**src/rtl/mul_pkg.sv**
```systemverilog
// Shared types and elaboration helpers for the mul_acc_nn multiply-accumulate unit.
package mul_pkg;

  // Control FSM states for the multi-cycle multiplier.
  typedef enum logic [1:0] {
    IDLE = 2'd0,
    RUN  = 2'd1,
    DONE = 2'd2
  } state_t;

  // Number of shift-add iterations needed to consume a WIDTH-bit multiplier.
  function automatic int ndig(input int width, input int digit);
    return width / digit;
  endfunction

  // True when the digit size is legal and evenly divides the operand width.
  function automatic bit width_ok(input int width, input int digit);
    return (digit >= 1) ? ((width % digit) == 0) : 1'b0;
  endfunction

endpackage

```
**src/rtl/mul_digit.sv**
```systemverilog
// Combinational WIDTH x DIGIT partial-product generator.
module mul_digit
  import mul_pkg::*;
#(
  parameter int WIDTH = 64,
  parameter int DIGIT = 4
) (
  input  logic [WIDTH-1:0]       a,
  input  logic [DIGIT-1:0]       d,
  output logic [WIDTH+DIGIT-1:0] pp
);

  // A WIDTH-bit value times a DIGIT-bit value always fits in WIDTH+DIGIT bits.
  assign pp = {{DIGIT{1'b0}}, a} * {{WIDTH{1'b0}}, d};

endmodule

```
**src/rtl/mul_acc_nn.sv**
```systemverilog
// Multi-cycle radix-2^DIGIT shift-add multiply-accumulate:
// {carry, result} = ina * inb + (acc_en ? acc_in : 0), one digit per cycle.
module mul_acc_nn
  import mul_pkg::*;
#(
  parameter int WIDTH = 64,
  parameter int DIGIT = 4
) (
  input  logic               clk,
  input  logic               rst,
  input  logic               start,
  input  logic [WIDTH-1:0]   ina,
  input  logic [WIDTH-1:0]   inb,
  input  logic               acc_en,
  input  logic [2*WIDTH-1:0] acc_in,
  output logic [2*WIDTH-1:0] result,
  output logic               carry,
  output logic               busy,
  output logic               done,
  output logic               ready_n
);

  localparam int NDIG = ndig(WIDTH, DIGIT);
  localparam int CNTW = (NDIG > 1) ? $clog2(NDIG) : 1;
  localparam int ACCW = 2 * WIDTH + 1;
  localparam int SHW  = $clog2(ACCW);

  if (!width_ok(WIDTH, DIGIT)) begin : g_bad_params
    $error("mul_acc_nn: WIDTH must be a positive multiple of DIGIT");
  end

  state_t                 state;
  state_t                 state_next;
  logic                   accept;
  logic                   last;
  logic [CNTW-1:0]        cnt;
  logic [WIDTH-1:0]       a_reg;
  logic [WIDTH-1:0]       b_reg;
  logic [ACCW-1:0]        acc;
  logic [ACCW-1:0]        acc_sum;
  logic [WIDTH+DIGIT-1:0] pp;
  logic [SHW-1:0]         shamt;

  // The multiplier register shifts right every iteration, so the current digit is always its LSBs.
  mul_digit #(.WIDTH(WIDTH), .DIGIT(DIGIT)) u_digit (
    .a  (a_reg),
    .d  (b_reg[DIGIT-1:0]),
    .pp (pp)
  );

  // Partial product lands at bit position cnt*DIGIT; the accumulator is wide enough never to overflow.
  assign shamt   = SHW'(cnt) * SHW'(DIGIT);
  assign acc_sum = acc + (ACCW'(pp) << shamt);

  // Next-state logic; accept marks an accepting edge, last marks the completion edge.
  always_comb begin
    state_next = state;
    accept     = 1'b0;
    last       = 1'b0;
    case (state)
      IDLE: begin
        if (start) begin
          state_next = RUN;
          accept     = 1'b1;
        end else begin
          state_next = IDLE;
        end
      end
      RUN: begin
        if (cnt == CNTW'(NDIG - 1)) begin
          state_next = DONE;
          last       = 1'b1;
        end else begin
          state_next = RUN;
        end
      end
      DONE: begin
        if (start) begin
          state_next = RUN;
          accept     = 1'b1;
        end else begin
          state_next = IDLE;
        end
      end
      default: begin
        state_next = IDLE;
      end
    endcase
  end

  // State register.
  always_ff @(posedge clk or posedge rst) begin
    if (rst) begin
      state <= IDLE;
    end else begin
      state <= state_next;
    end
  end

  // Datapath and registered status outputs; start during RUN never reaches here because accept is 0.
  always_ff @(posedge clk or posedge rst) begin
    if (rst) begin
      cnt     <= '0;
      a_reg   <= '0;
      b_reg   <= '0;
      acc     <= '0;
      result  <= '0;
      carry   <= 1'b0;
      busy    <= 1'b0;
      done    <= 1'b0;
      ready_n <= 1'b1;
    end else begin
      done <= last;
      if (accept) begin
        a_reg   <= ina;
        b_reg   <= inb;
        acc     <= acc_en ? {1'b0, acc_in} : '0;
        cnt     <= '0;
        busy    <= 1'b1;
        ready_n <= 1'b1;
      end else if (state == RUN) begin
        acc   <= acc_sum;
        b_reg <= b_reg >> DIGIT;
        cnt   <= cnt + CNTW'(1);
        if (last) begin
          result  <= acc_sum[2*WIDTH-1:0];
          carry   <= acc_sum[2*WIDTH];
          busy    <= 1'b0;
          ready_n <= 1'b0;
        end
      end
    end
  end

endmodule

```
**config.mk**
```make
export PLATFORM = sky130hd
export DESIGN_NAME = mul_acc_nn
export DESIGN_NICKNAME = d
export VERILOG_FILES = /design/src/rtl/mul_pkg.sv /design/src/rtl/mul_digit.sv /design/src/rtl/mul_acc_nn.sv
export SDC_FILE = /design/constraint.sdc
export NUM_CORES = 2
export LEC_CHECK = 0
export ABC_AREA = 1
export CAP_MARGIN = 40
export CORE_MARGIN = 2
export CORE_UTILIZATION = 35
export CTS_CLUSTER_DIAMETER = 80
export DETAILED_ROUTE_END_ITERATION = 8
export PLACE_DENSITY = 0.65
export SYNTH_ARGS = -nofsm -noshare
export SYNTH_HDL_FRONTEND = slang
export SYNTH_SLANG_ARGS = --single-unit
```
**constraint.sdc**
```tcl
create_clock -name clk -period 13.9 [get_ports clk]
set_input_delay 2.78 -clock clk [delete_from_list [all_inputs] [get_ports clk]]
set_output_delay 2.78 -clock clk [all_outputs]
set_load 0.005 [all_outputs]
```
==> flow_summary.toml <==
[synthesis]
synth_flop_cell = "dfrtp_1"
synth.most_common_cell = "nand2_1"
synth_top_area_share_pct = 23.3
seq_area_frac_synth_pct = 23.4
synth_area_leaders = "dfrtp_1 (23%), nand2_1 (22%), inv_1 (11%), nand3_1 (8.0%), ha_1 (5.9%)"
syn_area_um2 = 42300
synthXorXnorAreaFrac_pct = 1.51
synth_commonest_cells = "nand2_1 (2428), inv_1 (1245), nand3_1 (678), nor2_1 (663), dfrtp_1 (394)"
ys.warnings.count = 0
synth-adder-area-share_pct = 11.9
synth_top_cell_by_area = "dfrtp_1"
ys_async_sr_fraction_pct = 100
synthesis.nets = 7674
synth_compound_area_share_pct = 10.5
ys_seq_elements = 395
ys_types = 52
synth_edf_count = 0
syn_avg_cell_area_um2 = 5.96
synth_cells = 7088
synth_top_family_by_area = "simple AND/OR/NAND/NOR gates"
yosys-mux-area-fraction_pct = 0.0474
synthSimpleGateAreaFrac_pct = 39.5

[min_path]
holdCritPathClass = "reg -> reg"

[drt]
via_count = 47000
drtPass1Iterations = 6
ant_nets = 0
drcViolationCount = 0
drt-total-wl_um = 204000
dr.first_iter.drc_count = 5096
vias_per_cell = 5.22
routedWlPerCell_um = 22.7

[global_route]
grt_pass1_vias = 45200
grt_usage_pct = 32.6
grt_overflow = 0
grt_max_degree = 160
antenna_found_initial = 8
grt_pass1_wl_um = 297000

[floorplan]
io-pin-count = 392
design.core.area_um2 = 120000
die_area_um2 = 124000
initial_utilization_pct = 35.3
die_h_um = 352
fp.dieW_um = 352
num_rows = 127

[timing]
tns_ns = 0
slew_headroom_pct = 31.4
hold_violations = 0
period_minus_slack_ns = 8.16
slew_viol_final = 0
timing.fmax_ghz = 0.123
fin_crit_sh_pct = 58.7
rsz0062_at_grt = "no"
setup_viol = 0
setup_ws_ns = 5.74
finClkSkew_ns = 0.0391
worst_pin_slew_ns = 1.03

[worst_setup_path]
crit_slowest_cell = "xor2_1"
crit_cells = 30
crit_path_max_incr_delay_ns = 0.77
cp_data_required_time_ns = 14.47
cp_max_fo = 40
rr_startpoint = "b_reg[2]$_DFFE_PP0P_"
critPathKind = "reg -> reg"
r2r_slack_ns = 5.74
r2r_cells = 30
critPathLaunch = "b_reg[2]$_DFFE_PP0P_"
critPathCaptureType = "flop"
crit_path_end = "acc[47]$_DFFE_PP0P_"
critPathArrivalTime_ns = 8.73
r2r_end = "acc[47]$_DFFE_PP0P_"
crit_top_cell = "nand2_1"
critPathLaunchType = "flop"
cp_top_family = "simple AND/OR/NAND/NOR gates"
crit_buf_inv = 4

[run_status]
outcome = "finished clean"

[final_layout]
regMostFlops = "acc"
drive_gt1_share_pct = 3.41
largest_register_ffs = 129
fillers = 13300
area_delta_synth_final_pct = 17.3
stdcell_count = 9003
largestRegisters = "acc (129), result (128)"
fin_nets = 7932

[cts]
ctsResizeCount = 0
post_cts_buffers = 0
htree_levels = 2
max-clock-path-buffers = 3
cts-root-buf = "clkbuf_16"
cts_tree = "done"
clk_pin_slew_ns = 0.06
numCtsBuffers = 50
insertion_delay_ns = 0.66
ctsHoldBuffers = 0
clock-sinks = 395

[placement]
pre_cts_slack_ns = 6.01
port_buffers = 391
dp_hpwl_um = 171000
gp_congestion = 1.07
dp_cells = 8904

[flow_run]
max_cap_viol_count = 0
[cell type report]
class | count | area [um^2] | area share, %
Clock buffer | 72 | 1410 | 2.85
Multi-Input combinational cell | 5219 | 26800 | 54.1
Inverter | 1254 | 4720 | 9.53
Antenna cell | 3 | 7.51 | 0.0151
Sequential cell | 395 | 9900 | 20.0
Timing Repair Buffer | 426 | 4340 | 8.76
Clock inverter | 22 | 333 | 0.671
Tap cell | 1612 | 2020 | 4.07
[worst min-delay path by stage]
stage	startpoint	endpoint	slack [ns]	cells past startpoint
global route	result[19]$_DFFE_PP0P_	result[19]$_DFFE_PP0P_	0.50	2
global placement	ready_n$_DFFE_PP1P_	ready_n$_DFFE_PP1P_	0.45	2
detailed placement	ready_n$_DFFE_PP1P_	ready_n$_DFFE_PP1P_	0.46	2
floorplan	ready_n$_DFFE_PP1P_	ready_n$_DFFE_PP1P_	0.45	2
finish	ready_n$_DFFE_PP1P_	ready_n$_DFFE_PP1P_	0.46	2
CTS	ready_n$_DFFE_PP1P_	ready_n$_DFFE_PP1P_	0.46	2
[layout by cell type (no fill, tap or decap), types with 5 or more instances in the layout]
cell,count
nand2_2,33
o211ai_1,10
nand2_1,2426
inv_2,12
buf_4,23
clkbuf_1,14
o21ai_0,235
nor4_1,13
clkbuf_8,8
a21oi_1,347
clkdlybuf4s50_1,391
o221ai_1,57
nand4_1,42
or2_2,7
fa_1,125
or2_1,9
dfrtp_1,386
bufinv_16,6
nand3_1,678
and3_1,13
nor2_2,28
xnor2_1,16
ha_1,201
dfrtp_2,8
inv_1,1238
nand3b_1,29
buf_12,7
clkbuf_16,50
a21oi_2,7
xor2_1,57
o21bai_1,29
o21ai_1,15
nor3_1,49
nor3_2,11
clkinv_2,5
a31oi_1,69
and2_0,6
o21ai_2,6
nand3_2,14
nor2_1,662
[tightest hold or removal path, stage by stage, from the launching register on]
cell	delay (ns)
dfstp_2	0.36
nand2_1	0.05
nand2_1	0.04
[layer usage]
layer  track usage (%)  share of wire (%)  vias to the layer above
li1                  -                  -                    22600
met5                 0              0.039                        -
met4              11.9                4.2                       12
met2              51.9                 44                     1953
met3              6.41                8.1                      295
met1              43.7                 43                    22100
[kinds of logic (layout without fill, tap and decap cells)]
kind of cell | count (synthesis) | in the layout
AND/OR/NAND/NOR | 4026 | 4026
buffers and inverters | 1474 | 1774
AO/OA/AOI/OAI | 792 | 792
flip-flops | 395 | 395
adder cells (fa/ha/maj) | 326 | 326
XOR/XNOR | 73 | 73
multiplexers | 2 | 2
other | 0 | 3
[stage by stage]
stage	util (%)	area, um^2	hold WS (ns)
4_1_cts	41.3	49500	0.465
3_3_place_gp	39.7	47600	0.453
2_1_floorplan	-	42300	0.453
5_1_grt	41.4	49600	0.499
3_5_place_dp	39.9	47800	0.456
6_report	41.4	49600	0.463
Power is left out: the tool's default activity adds up to more than one toggle a clock period on the data nets, which glitch-free logic cannot reach.
